File: config.mk
export PLATFORM = sky130hd
export DESIGN_NAME = fetch_unit
export DESIGN_NICKNAME = d
export VERILOG_FILES = /design/src/rtl/fetch_unit.sv
export SDC_FILE = /design/constraint.sdc
export NUM_CORES = 1
export LEC_CHECK = 0
export CAP_MARGIN = 20
export CORE_MARGIN = 5
export CORE_UTILIZATION = 47
export DETAILED_ROUTE_END_ITERATION = 8
export HOLD_SLACK_MARGIN = 0.1
export PLACE_DENSITY = 0.87
export SKIP_CTS_REPAIR_TIMING = 1
export SYNTH_ARGS = -nofsm -noshare
export SYNTH_HDL_FRONTEND = slang
export SYNTH_SLANG_ARGS = --single-unit
File: constraint.sdc
create_clock -name clk -period 3.95 [get_ports clk]
set_clock_uncertainty 0.15 [all_clocks]
set_input_delay 0.79 -clock clk [delete_from_list [all_inputs] [get_ports clk]]
set_output_delay 0.79 -clock clk [all_outputs]
set_load 0.005 [all_outputs]
File: src/rtl/fetch_unit.sv
// Instruction fetch stage: owns the PC, issues one imem word request per instruction,
// and hands the fetched word to decode over a valid/ready handshake.
module fetch_unit #(
  parameter logic [31:0] RESET_PC = 32'h0000_0000,
  parameter logic [31:0] NOP_INST = 32'h0000_0013
) (
  input  logic        clk,
  input  logic        rst,
  output logic        imem_req,
  output logic [31:0] imem_addr,
  input  logic        imem_gnt,
  input  logic        imem_rvalid,
  input  logic [31:0] imem_rdata,
  output logic        inst_valid,
  output logic [31:0] inst,
  output logic [31:0] pc,
  output logic [31:0] pc4,
  input  logic        id_ready,
  input  logic        npc_op,
  input  logic [31:0] npc_target,
  output logic        fetch_err,
  output logic [31:0] instr_cnt
);

  typedef enum logic [1:0] {
    S_FETCH = 2'd0,
    S_WAIT  = 2'd1,
    S_VALID = 2'd2,
    S_ERR   = 2'd3
  } state_t;

  state_t      state_r;
  logic        imem_req_r;
  logic [31:0] pc_r;
  logic [31:0] inst_r;
  logic        inst_valid_r;
  logic        fetch_err_r;
  logic [31:0] instr_cnt_r;
  logic [31:0] nxt_pc_s;

  // Jump targets drop bit 0 (jalr semantics); bit 1 is left intact so misalignment is visible.
  function automatic logic [31:0] next_pc(input logic op, input logic [31:0] target,
                                          input logic [31:0] cur);
    logic [31:0] res;
    if (op) begin
      res = target & 32'hFFFF_FFFE;
    end else begin
      res = cur + 32'd4;
    end
    return res;
  endfunction

  assign nxt_pc_s = next_pc(npc_op, npc_target, pc_r);

  // Fetch FSM together with all of its registered outputs.
  always_ff @(posedge clk) begin
    if (rst) begin
      state_r      <= S_FETCH;
      imem_req_r   <= 1'b1;
      pc_r         <= RESET_PC;
      inst_r       <= NOP_INST;
      inst_valid_r <= 1'b0;
      fetch_err_r  <= 1'b0;
      instr_cnt_r  <= 32'd0;
    end else begin
      case (state_r)
        S_FETCH: begin
          if (imem_gnt) begin
            state_r    <= S_WAIT;
            imem_req_r <= 1'b0;
          end else begin
            state_r    <= S_FETCH;
            imem_req_r <= 1'b1;
          end
        end
        S_WAIT: begin
          if (imem_rvalid) begin
            state_r      <= S_VALID;
            inst_r       <= imem_rdata;
            inst_valid_r <= 1'b1;
          end else begin
            state_r      <= S_WAIT;
          end
        end
        S_VALID: begin
          if (id_ready) begin
            pc_r         <= nxt_pc_s;
            inst_r       <= NOP_INST;
            inst_valid_r <= 1'b0;
            instr_cnt_r  <= instr_cnt_r + 32'd1;
            // A halfword-aligned target is unrecoverable without a reset.
            if (nxt_pc_s[1]) begin
              state_r     <= S_ERR;
              fetch_err_r <= 1'b1;
              imem_req_r  <= 1'b0;
            end else begin
              state_r     <= S_FETCH;
              imem_req_r  <= 1'b1;
            end
          end else begin
            state_r <= S_VALID;
          end
        end
        S_ERR: begin
          state_r      <= S_ERR;
          imem_req_r   <= 1'b0;
          inst_valid_r <= 1'b0;
          fetch_err_r  <= 1'b1;
        end
        default: begin
          state_r      <= S_ERR;
          imem_req_r   <= 1'b0;
          inst_r       <= NOP_INST;
          inst_valid_r <= 1'b0;
          fetch_err_r  <= 1'b1;
        end
      endcase
    end
  end

  // The request register comes out of reset high, so it is masked while reset is held.
  assign imem_req   = imem_req_r & ~rst;
  assign imem_addr  = pc_r;
  assign pc         = pc_r;
  assign pc4        = pc_r + 32'd4;
  assign inst       = inst_r;
  assign inst_valid = inst_valid_r;
  assign fetch_err  = fetch_err_r;
  assign instr_cnt  = instr_cnt_r;

endmodule

==> impl_metrics.py <==
metrics = {
    "worst_setup_path": {
        "cp_num_buf_inv": 1,
        "critPathKind": "flip-flop to output pin",
        "cp-start-kind": "flip-flop",
        "cp_top_family": "simple AND/OR/NAND/NOR gates",
        "crit_path_end_kind": "output pin",
        "crit_fanout": 7,
        "crit_required_ps": 3010,
        "max_stage_delay_ps": 580,
        "worstPathArrival_ps": 2860,
        "worstPathCellList": "ha_1 > nand3_1 > or4_1 > nor2_1 > xor2_1 > clkdlybuf4s50_1",
        "crit_slowest_cell": "or4_1",
    },
    "routing": {
        "dr.pass1.iters": 6,
        "drtIter0Drc": 594,
        "antenna_left": 0,
        "vias": 5958,
        "drt_wl_total_um": 18270,
        "wl_per_cell_um": 18.32,
        "drcViolationCount": 0,
        "vias_per_cell": 5.976,
    },
    "cts": {
        "cts.path.max_buffers": 2,
        "cts_tree": "done",
        "clk_latency_ps": 340,
        "path_clk_slew_ps": 70,
        "cts_buffers": 9,
        "cts.htree.levels": 3,
        "cts_root_buf": "clkbuf_16",
        "clock-sinks": 100,
    },
    "sta": {
        "setup_violations": 0,
        "setup_tns_ps": 0,
        "fmax_mhz": 262.9,
        "relSlewSlack_pct": 50.24,
        "layout_min_cycle_time_ps": 3804,
        "period_share_pct": 96.31,
        "worst_slew_pin_slew_ps": 743.7,
        "finalMaxSlewViolations": 0,
        "hold_viol": 0,
        "rsz0062_at_grt": "false",
    },
    "grt": {
        "grt_start_max_net_pins": 64,
        "grt_usage_pct": 24.73,
        "grt_overflow_total": 0,
        "antenna_found_initial": 0,
        "grt_pass1_vias": 5881,
        "grt_pass1_wl_um": 29270,
    },
    "power_and_ir_drop": {
        "power.leakage_nw": 2.649,
        "switchingPower_mw": 0.5550,
        "finalPower_mw": 2.322,
        "power.internal_mw": 1.767,
        "combPwrFrac_pct": 13.1,
        "seq_power_share_pct": 46.1,
        "p_per_area_nw_per_um2": 293.9,
        "power_frac_clock_pct": 40.9,
        "peakVddDrop_mv": 0.2288,
        "swShare_pct": 23.90,
    },
    "final_layout": {
        "final_layout_size_suffix_gt1_share_pct": 5.504,
        "area_growth_pct": 43.37,
        "antenna_cells": 0,
        "nets": 921,
        "fin_area_um2": 7900,
    },
    "die": {
        "die_h_um": 118.3,
        "std_cell_rows": 39,
        "design.core.area_um2": 11470,
        "die_x_um": 118.3,
        "ios": 233,
        "die_area_um2": 13990,
        "initial_core_util_pct": 48.05,
    },
    "synthesis": {
        "syn-instance-count": 690,
        "yosysSeqAreaShare_pct": 36.33,
        "yosys_warnings": 0,
        "synth.area.top_cells": "dfxtp_1 36%, buf_4 4.9%, a22oi_1 4.6%, nor2_1 4.1%, a21oi_1 3.9%",
        "syn_area_um2": 5510,
        "yosys.area_share.adder_pct": 0.4541,
        "synth_area_per_cell_um2": 7.986,
        "synth_mux_area_share_pct": 1.907,
        "synth_seq_cells": 100,
        "synth_ff_type": "dfxtp_1",
        "synthSimpleGateAreaFrac_pct": 23.91,
        "synth.top_cell.area_share_pct": 36.33,
        "synth-async-reset-ratio_pct": 0,
        "synthXorXnorAreaFrac_pct": 5.563,
        "synth_cell_types": 60,
        "synth_edf_count": 0,
        "synth_compound_area_share_pct": 21.57,
        "synth_top_family_by_area": "simple AND/OR/NAND/NOR gates",
        "synth_top_cell_by_area": "dfxtp_1",
    },
    "job": {
        "drv_cap": 0,
    },
    "placed_design": {
        "port_buffers": 228,
        "place_hpwl_um": 13040,
        "gp_congestion": 0.8477,
        "placed_area_um2": 7564,
    },
    "hold_path": {
        "min_path_type": "flip-flop to flip-flop",
    },
    "outcome": {
        "outcome": "completed",
    },
}
## kinds of logic (layout without fill, tap and decap cells)
logic type | count (synthesis) | in the layout
flip-flops | 100 | 100
AO/OA/AOI/OAI | 179 | 179
multiplexers | 10 | 10
XOR/XNOR | 35 | 35
other | 1 | 3
adder cells (fa/ha/maj) | 2 | 2
buffers and inverters | 110 | 272
AND/OR/NAND/NOR | 253 | 253
## sequential cells by signal, summed over array words and instances, names as in the netlist
name        flops
fetch_err       1
imem_addr      31
inst_valid      1
inst           32
instr_cnt      32
state_r         2
imem_req_r      1
## final timing paths
check,startpoint,end,slack [ps],depth (start not counted)
min,imem_req_r,imem_req_r,320,2
max reg2reg,instr_cnt[10],instr_cnt[31],1460,5
max,imem_addr[2],pc4[18],150,6
min reg2reg,imem_req_r,imem_req_r,320,2
## layout make-up
class | instances | area, um^2
Inverter | 13 | 48.80
Multi-Input combinational cell | 482 | 2963
Sequential cell | 100 | 2002
Clock buffer | 10 | 229.0
Clock inverter | 6 | 86.33
Timing Repair Buffer | 243 | 2392
Fill cell | 896 | 3567
Tap cell | 143 | 178.9
## worst min-delay path: stages, from the launching register on
cell,delay (ps)
dfxtp_1,320
a21oi_1,50
o21ai_0,60
## per-layer routing
layer  track usage (%)  part of all wire, %  up-vias
met5                 0                    0        -
li1                  -                    -     2798
met1             28.46                   39     2789
met3             8.453                   10       40
met4             9.319                  2.6        0
met2             42.37                   49      331
## cell usage in the layout (no fill, tap or decap), drive strengths merged, types with 4 or more instances in the layout
cell / synthesis / routed
or4: 22 / 22
dfxtp: 100 / 100
clkdlybuf4s50: 0 / 226
nand3: 29 / 29
a32o: 4 / 4
or3: 7 / 7
nor3: 17 / 17
nand2: 57 / 57
nand4: 14 / 14
inv: 13 / 14
nor2: 60 / 60
o21ai: 26 / 26
xnor2: 22 / 22
a31oi: 13 / 13
mux2i: 6 / 6
a22oi: 34 / 34
nor4: 8 / 8
mux2: 4 / 4
o31ai: 19 / 19
a21oi: 43 / 43
clkbuf: 54 / 10
o22ai: 7 / 7
a211oi: 4 / 4
o211ai: 4 / 4
xor2: 13 / 13
and3: 13 / 13
and4: 6 / 6
a22o: 4 / 4
nand3b: 4 / 4
buf: 43 / 17
## power by group through the flow
stage	logic [mW]	registers, mW	clock network [mW]
2_1_floorplan	0.140	1.08	0
3_3_place_gp	0.291	1.09	0
3_5_place_dp	0.298	1.09	0
4_1_cts	0.301	1.07	0.958
5_1_grt	0.327	1.07	1.01
6_report	0.303	1.07	0.949
## through the flow
stage | util (%) | std cells | setup WS [ps] | hold slack, ps
after global placement | 65.96 | 980 | 596.9 | 291.0
final | 68.89 | 997 | 145.9 | 316.2
after global routing | 68.89 | 997 | 5.009 | 363.5
after floorplan | - | 692 | 1101 | 280.3
after CTS | 68.71 | 996 | 133.3 | 314.0
after detailed placement | 65.96 | 980 | 514.6 | 300.2
## synth_stat cells, types with 19 or more instances
cell type  instances
clkbuf_1          52
o21ai_0           26
a22oi_1           34
nand3_1           29
nor2_1            60
xnor2_1           22
o31ai_1           19
dfxtp_1          100
nand2_1           57
or4_1             21
a21oi_1           43
buf_4             36
(Power assumes the default switching activity.)
